==> src/rtl/maze_player_ctrl_if.sv <==
// Player-controller signal bundle: button inputs, wall-lookup query port, player status.
// master = controller side, slave = debouncers/level ROM/renderer side.
interface maze_player_ctrl_if;
  logic        level_start;
  logic        btn_up;
  logic        btn_down;
  logic        btn_left;
  logic        btn_right;
  logic [2:0]  q_row;
  logic [3:0]  q_col;
  logic [3:0]  q_walls;
  logic [2:0]  player_row;
  logic [3:0]  player_col;
  logic        move_valid;
  logic        bump;
  logic        goal_reached;
  logic [15:0] move_count;

  modport master (
    input  level_start, btn_up, btn_down, btn_left, btn_right, q_walls,
    output q_row, q_col, player_row, player_col, move_valid, bump,
           goal_reached, move_count
  );

  modport slave (
    output level_start, btn_up, btn_down, btn_left, btn_right, q_walls,
    input  q_row, q_col, player_row, player_col, move_valid, bump,
           goal_reached, move_count
  );
endinterface

==> src/rtl/maze_player_ctrl.sv <==
// Moves a player token one tile per button press through the level's wall ROM.
// Latency: button seen in READY -> position/move_valid/bump visible 3 cycles later.
// Backpressure: none; held buttons auto-repeat every HOLD_CYCLES of cooldown, release re-arms at once.
module maze_player_ctrl #(
  parameter int NUM_ROWS    = 5,
  parameter int NUM_COLS    = 10,
  parameter int START_ROW   = 0,
  parameter int START_COL   = 0,
  parameter int GOAL_ROW    = 4,
  parameter int GOAL_COL    = 9,
  parameter int HOLD_CYCLES = 25000000
) (
  input  logic               clk,
  input  logic               rst,
  maze_player_ctrl_if.master bus
);

  localparam int CW = (HOLD_CYCLES > 2) ? $clog2(HOLD_CYCLES) : 1;
  localparam logic [CW-1:0] CNT_LOAD = CW'(HOLD_CYCLES - 1);
  localparam logic [2:0] ROW_MAX = 3'(NUM_ROWS - 1);
  localparam logic [3:0] COL_MAX = 4'(NUM_COLS - 1);
  localparam logic [2:0] ROW_START = 3'(START_ROW);
  localparam logic [3:0] COL_START = 4'(START_COL);
  localparam logic [2:0] ROW_GOAL = 3'(GOAL_ROW);
  localparam logic [3:0] COL_GOAL = 4'(GOAL_COL);

  typedef enum logic [2:0] {IDLE, READY, LOOKUP, DECIDE, COOLDOWN, WON} state_t;
  // Encoding doubles as the bit index into the {T,B,L,R} wall nibble.
  typedef enum logic [1:0] {DIR_R = 2'd0, DIR_L = 2'd1, DIR_D = 2'd2, DIR_U = 2'd3} dir_t;

  state_t        state_r, state_n;
  dir_t          dir_r, dir_n;
  logic [3:0]    wall_r, wall_n;
  logic [2:0]    row_r, row_n, tgt_row;
  logic [3:0]    col_r, col_n, tgt_col;
  logic [CW-1:0] cnt_r, cnt_n;
  logic [15:0]   move_count_r, count_n;
  logic          goal_r, goal_n;
  logic          move_valid_r, move_valid_n;
  logic          bump_r, bump_n;
  logic          blocked;
  logic          any_btn;

  assign any_btn = bus.btn_up | bus.btn_down | bus.btn_left | bus.btn_right;

  always_ff @(posedge clk) begin
    if (rst) begin
      state_r      <= IDLE;
      dir_r        <= DIR_R;
      wall_r       <= '0;
      row_r        <= ROW_START;
      col_r        <= COL_START;
      cnt_r        <= '0;
      move_count_r <= '0;
      goal_r       <= 1'b0;
      move_valid_r <= 1'b0;
      bump_r       <= 1'b0;
    end else begin
      state_r      <= state_n;
      dir_r        <= dir_n;
      wall_r       <= wall_n;
      row_r        <= row_n;
      col_r        <= col_n;
      cnt_r        <= cnt_n;
      move_count_r <= count_n;
      goal_r       <= goal_n;
      move_valid_r <= move_valid_n;
      bump_r       <= bump_n;
    end
  end

  always_comb begin
    state_n      = state_r;
    dir_n        = dir_r;
    wall_n       = wall_r;
    row_n        = row_r;
    col_n        = col_r;
    cnt_n        = cnt_r;
    count_n      = move_count_r;
    goal_n       = goal_r;
    move_valid_n = 1'b0;
    bump_n       = 1'b0;
    blocked      = 1'b0;
    tgt_row      = row_r;
    tgt_col      = col_r;

    case (state_r)
      READY: begin
        if (any_btn) begin
          if (bus.btn_up)        dir_n = DIR_U;
          else if (bus.btn_down) dir_n = DIR_D;
          else if (bus.btn_left) dir_n = DIR_L;
          else                   dir_n = DIR_R;
          state_n = LOOKUP;
        end
      end
      LOOKUP: begin
        wall_n  = bus.q_walls;
        state_n = DECIDE;
      end
      DECIDE: begin
        // Edge test keeps indices in range even when the maze lacks a border wall.
        case (dir_r)
          DIR_U: begin
            blocked = wall_r[DIR_U] || (row_r == 3'd0);
            if (!blocked) tgt_row = row_r - 3'd1;
          end
          DIR_D: begin
            blocked = wall_r[DIR_D] || (row_r == ROW_MAX);
            if (!blocked) tgt_row = row_r + 3'd1;
          end
          DIR_L: begin
            blocked = wall_r[DIR_L] || (col_r == 4'd0);
            if (!blocked) tgt_col = col_r - 4'd1;
          end
          default: begin
            blocked = wall_r[DIR_R] || (col_r == COL_MAX);
            if (!blocked) tgt_col = col_r + 4'd1;
          end
        endcase
        cnt_n   = CNT_LOAD;
        state_n = COOLDOWN;
        if (blocked) begin
          bump_n = 1'b1;
        end else begin
          row_n        = tgt_row;
          col_n        = tgt_col;
          move_valid_n = 1'b1;
          if (move_count_r != 16'hFFFF) count_n = move_count_r + 16'd1;
          if ((tgt_row == ROW_GOAL) && (tgt_col == COL_GOAL)) begin
            goal_n  = 1'b1;
            state_n = WON;
          end
        end
      end
      COOLDOWN: begin
        if (!any_btn || (cnt_r == '0)) state_n = READY;
        else                           cnt_n   = cnt_r - CW'(1);
      end
      IDLE, WON: ;
      default: state_n = IDLE;
    endcase

    if (bus.level_start) begin
      state_n      = READY;
      dir_n        = DIR_R;
      row_n        = ROW_START;
      col_n        = COL_START;
      cnt_n        = '0;
      count_n      = '0;
      goal_n       = 1'b0;
      move_valid_n = 1'b0;
      bump_n       = 1'b0;
    end
  end

  assign bus.q_row        = row_r;
  assign bus.q_col        = col_r;
  assign bus.player_row   = row_r;
  assign bus.player_col   = col_r;
  assign bus.move_valid   = move_valid_r;
  assign bus.bump         = bump_r;
  assign bus.goal_reached = goal_r;
  assign bus.move_count   = move_count_r;

endmodule

==> src/flat_wrapper.sv <==
// flat-port wrapper written by rule: the top's interface ports become plain ports
module maze_player_ctrl_flat 
#(
  parameter int NUM_ROWS    = 5,
  parameter int NUM_COLS    = 10,
  parameter int START_ROW   = 0,
  parameter int START_COL   = 0,
  parameter int GOAL_ROW    = 4,
  parameter int GOAL_COL    = 9,
  parameter int HOLD_CYCLES = 25000000
)
  (clk, rst, bus_level_start, bus_btn_up, bus_btn_down, bus_btn_left, bus_btn_right, bus_q_walls, bus_q_row, bus_q_col, bus_player_row, bus_player_col, bus_move_valid, bus_bump, bus_goal_reached, bus_move_count);
  maze_player_ctrl_if bus_i ();
  input  logic clk;
  input  logic rst;
  input wire logic [$bits(bus_i.level_start)-1:0] bus_level_start;
  input wire logic [$bits(bus_i.btn_up)-1:0] bus_btn_up;
  input wire logic [$bits(bus_i.btn_down)-1:0] bus_btn_down;
  input wire logic [$bits(bus_i.btn_left)-1:0] bus_btn_left;
  input wire logic [$bits(bus_i.btn_right)-1:0] bus_btn_right;
  input wire logic [$bits(bus_i.q_walls)-1:0] bus_q_walls;
  output wire logic [$bits(bus_i.q_row)-1:0] bus_q_row;
  output wire logic [$bits(bus_i.q_col)-1:0] bus_q_col;
  output wire logic [$bits(bus_i.player_row)-1:0] bus_player_row;
  output wire logic [$bits(bus_i.player_col)-1:0] bus_player_col;
  output wire logic [$bits(bus_i.move_valid)-1:0] bus_move_valid;
  output wire logic [$bits(bus_i.bump)-1:0] bus_bump;
  output wire logic [$bits(bus_i.goal_reached)-1:0] bus_goal_reached;
  output wire logic [$bits(bus_i.move_count)-1:0] bus_move_count;
  assign bus_i.level_start = bus_level_start;
  assign bus_i.btn_up = bus_btn_up;
  assign bus_i.btn_down = bus_btn_down;
  assign bus_i.btn_left = bus_btn_left;
  assign bus_i.btn_right = bus_btn_right;
  assign bus_i.q_walls = bus_q_walls;
  assign bus_q_row = bus_i.q_row;
  assign bus_q_col = bus_i.q_col;
  assign bus_player_row = bus_i.player_row;
  assign bus_player_col = bus_i.player_col;
  assign bus_move_valid = bus_i.move_valid;
  assign bus_bump = bus_i.bump;
  assign bus_goal_reached = bus_i.goal_reached;
  assign bus_move_count = bus_i.move_count;
  maze_player_ctrl #(.NUM_ROWS(NUM_ROWS), .NUM_COLS(NUM_COLS), .START_ROW(START_ROW), .START_COL(START_COL), .GOAL_ROW(GOAL_ROW), .GOAL_COL(GOAL_COL), .HOLD_CYCLES(HOLD_CYCLES)) u_core (.clk(clk), .rst(rst), .bus(bus_i));
endmodule
==> config.mk <==
export PLATFORM = sky130hd
export DESIGN_NAME = maze_player_ctrl_flat
export DESIGN_NICKNAME = d
export VERILOG_FILES = /design/src/rtl/maze_player_ctrl_if.sv /design/src/rtl/maze_player_ctrl.sv /design/src/flat_wrapper.sv
export SDC_FILE = /design/constraint.sdc
export NUM_CORES = 1
export LEC_CHECK = 0
export ABC_AREA = 0
export CAP_MARGIN = 20
export CORE_UTILIZATION = 55
export CTS_CLUSTER_SIZE = 12
export DETAILED_ROUTE_END_ITERATION = 10
export DONT_BUFFER_PORTS = 1
export GPL_TIMING_DRIVEN = 0
export PLACE_DENSITY = 0.7
export SLEW_MARGIN = 30
export SYNTH_ARGS = -nofsm -noshare
export SYNTH_HDL_FRONTEND = slang
export SYNTH_SLANG_ARGS = --single-unit
==> constraint.sdc <==
create_clock -name clk -period 4.1 [get_ports clk]
set_input_delay 0.615 -clock clk [delete_from_list [all_inputs] [get_ports clk]]
set_output_delay 0.615 -clock clk [all_outputs]
set_load 0.03 [all_outputs]
==> reports/metrics.cfg <==
[outcome]
status = completed

[floorplan]
ioPinCount = 44
fp.dieW_um = 80.4
initial_core_util_pct = 57.1
die-area_mm2 = 0.00646
fp-row-count = 28
die_y_um = 80.4
core_mm2 = 0.00592

[clock_tree]
cts_tree = built
ctsResizeCount = 0
clock_sinks = 60
clk_pin_slew_ns = 0.07
cts_buffers = 9
cts_setup_buffers = 0
cts.path.max_buffers = 2
cts_hold_buffers = 0
clk_latency_ns = 0.36
clock-root-buffer = clkbuf_8
h-tree-depth = 3

[timing]
setup_viol = 0
tns_ns = 0
fin_skew_ns = 0.00638
finalCriticalPeriod_ns = 2.98
period_share_pct = 72.6
setup_ws_ns = 1.12
hold_violations = 0
fmax_mhz = 336
drv_slew = 0
rsz0062_at_grt = false
max_slew.worst_pin.slew_ns = 0.703
relSlewSlack_pct = 52.7

[yosys]
synth_common_cells = dfxtp_1, nor2_1, a21oi_1
ys_top_cells_by_area = dfxtp_1, xor2_1, a21oi_1, nor2_1, ha_1
ys_warn_count = 0
synth.ff_latch_count = 60
synth_edf_count = 0
yosysSeqAreaShare_pct = 35.5
ys.flop_type = dfxtp_1
synth_top_area_share_pct = 35.5
syn_area_mm2 = 0.00338
synth_cell_types = 64
synth.largest_area_cell = dfxtp_1
synthCells = 396
syn_area_per_cell_um2 = 8.53
syn-num-nets = 415
yosysMostFrequentCell = dfxtp_1
async_flop_share_pct = 0

[global_route]
grt_util_all_layers_pct = 24.3
grt_overflow = 0
grt_pass1_vias = 2641
grt_use_met3_pct = 5.00
grt.busiest_layer = met2
grt_pass1_wl_mm = 12.0
met1_usage_pct = 28.9
grt_util_met2_pct = 40.4
antenna_found_initial = 0
grt_max_degree = 11

[layout]
area_growth_pct = 7.96
diodes = 0
fin_nets = 426
drive_gt1_share_pct = 12.9
fillers = 545

[place]
routabilityCongestion = 0.878
dpl.hpwl_mm = 5.21
port_buffers = 0
dp_slack_ns = 1.17

[worst_setup_path]
arrival_ns = 3.26
worstSetupPathType = reg -> reg
worstPathRequired_ns = 4.39
end_kind = register
critPathLaunchType = register
crit_fanout = 10

[detailed_routing]
wl_mm = 7.38
vias = 2922
first_pass_iters = 4
drt_iter0_drc = 174
wl_per_cell_um = 15.2
ant_nets = 0
viasPerCell = 6.00
drc_errors = 0

[power_and_ir_drop]
leakagePower_uw = 0.00122
p_per_area_mw_per_mm2 = 314
ir_worst_vdd_uv = 195

[min_path]
min_path_type = in -> reg

[run]
drv_cap = 0

logic make-up after synthesis:
logic type / share of synthesized area, %
adders and majority gates: 2.96
muxes: 2.78
buffers and inverters: 5.96
xor gates and xnor gates: 8.03
AOI/OAI and AO/OA: 17.7
and+or+nand+nor: 27.0
DFF: 35.5
metrics by stage:
stage          cell area [µm²]  util (%)  hold slack (ns)  total power (µW)  std cells
4_1_cts                   3640      61.5            0.320              1150        487
6_report                  3650      61.6            0.324              1150        487
2_1_floorplan             3380         -            0.436               665        396
3_3_place_gp              3470      58.7            0.447               681        471
3_5_place_dp              3470      58.7            0.459               682        471
5_1_grt                   3650      61.6            0.321              1190        487
where the power goes:
part | internal, µW | switching, µW | total [µW]
clock | 234 | 243 | 476
combinational | 27.3 | 51.2 | 78.5
sequential | 587 | 4.06 | 591
total | 848 | 298 | 1150
flip-flops by register name, summed over array words and instances (netlist names):
register / cells
u_core.bus.move_count: 16
u_core.bus.player_col: 4
u_core.cnt_r: 25
u_core.wall_r: 4
u_core.bus.player_row: 3
u_core.bus.move_valid: 1
u_core.bus.bump: 1
u_core.bus.goal_reached: 1
u_core.dir_r: 2
u_core.state_r: 3
worst paths after layout:
| kind | slack (ns) | cells after the start | to | start |
|---|---|---|---|---|
| worst min-delay path | 0.32 | 1 | u_core.wall_r[3]$_SDFFE_PP0N_ | rst |
| worst max-delay path | 1.12 | 9 | u_core.bus.move_count[11]$_SDFFE_PP0P_ | u_core.bus.player_row[0]$_SDFFE_PP0P_ |
| worst max register to register | 1.12 | 9 | u_core.bus.move_count[11]$_SDFFE_PP0P_ | u_core.bus.player_row[0]$_SDFFE_PP0P_ |
| worst min register to register | 0.48 | 2 | u_core.cnt_r[7]$_SDFFE_PP0P_ | u_core.cnt_r[7]$_SDFFE_PP0P_ |
worst max-delay path: stages, from the launching register on:
cell and delay (ns):
dfxtp_1 0.63, inv_1 0.15, ha_1 0.25, nor2b_1 0.16, o21ba_1 0.21, o31ai_2 0.34
buf_2 0.30, nand2_1 0.18, or4_1 0.54, a21oi_1 0.15
cell type report:
| cell class | count | area, µm² | share of cell area, % |
|---|---|---|---|
| buffer | 26 | 141 | 3.88 |
| inverter | 16 | 60.1 | 1.65 |
| tap | 75 | 93.8 | 2.57 |
| sequential | 60 | 1200 | 32.9 |
| clock inverter | 4 | 25.0 | 0.686 |
| multi-input combinational | 294 | 1980 | 54.3 |
| clock buffer | 12 | 145 | 3.98 |
cells in the final DEF (no fill, tap or decap), types with 9 or more instances in the layout:
cell      netlist  layout
clkbuf_1        9      11
xnor2_1         9       9
o21ai_0        12      12
nand2_1        20      20
nand3_1        18      18
or3_1          10      10
clkbuf_8        0      10
a21oi_1        35      35
xor2_1         22      22
nor2_1         42      42
nor3_1         12      12
inv_1          16      16
or4_1           9       9
dfxtp_1        60      60
buf_4           9       9
layer usage:
metal	routed length [µm]	vias up	part of all wire, %
li1	-	1456	-
met1	3370	1384	46
met2	3530	65	48
met3	296	17	4.0
met4	185	0	2.5
met5	0	-	0
(Power assumes the default switching activity.)
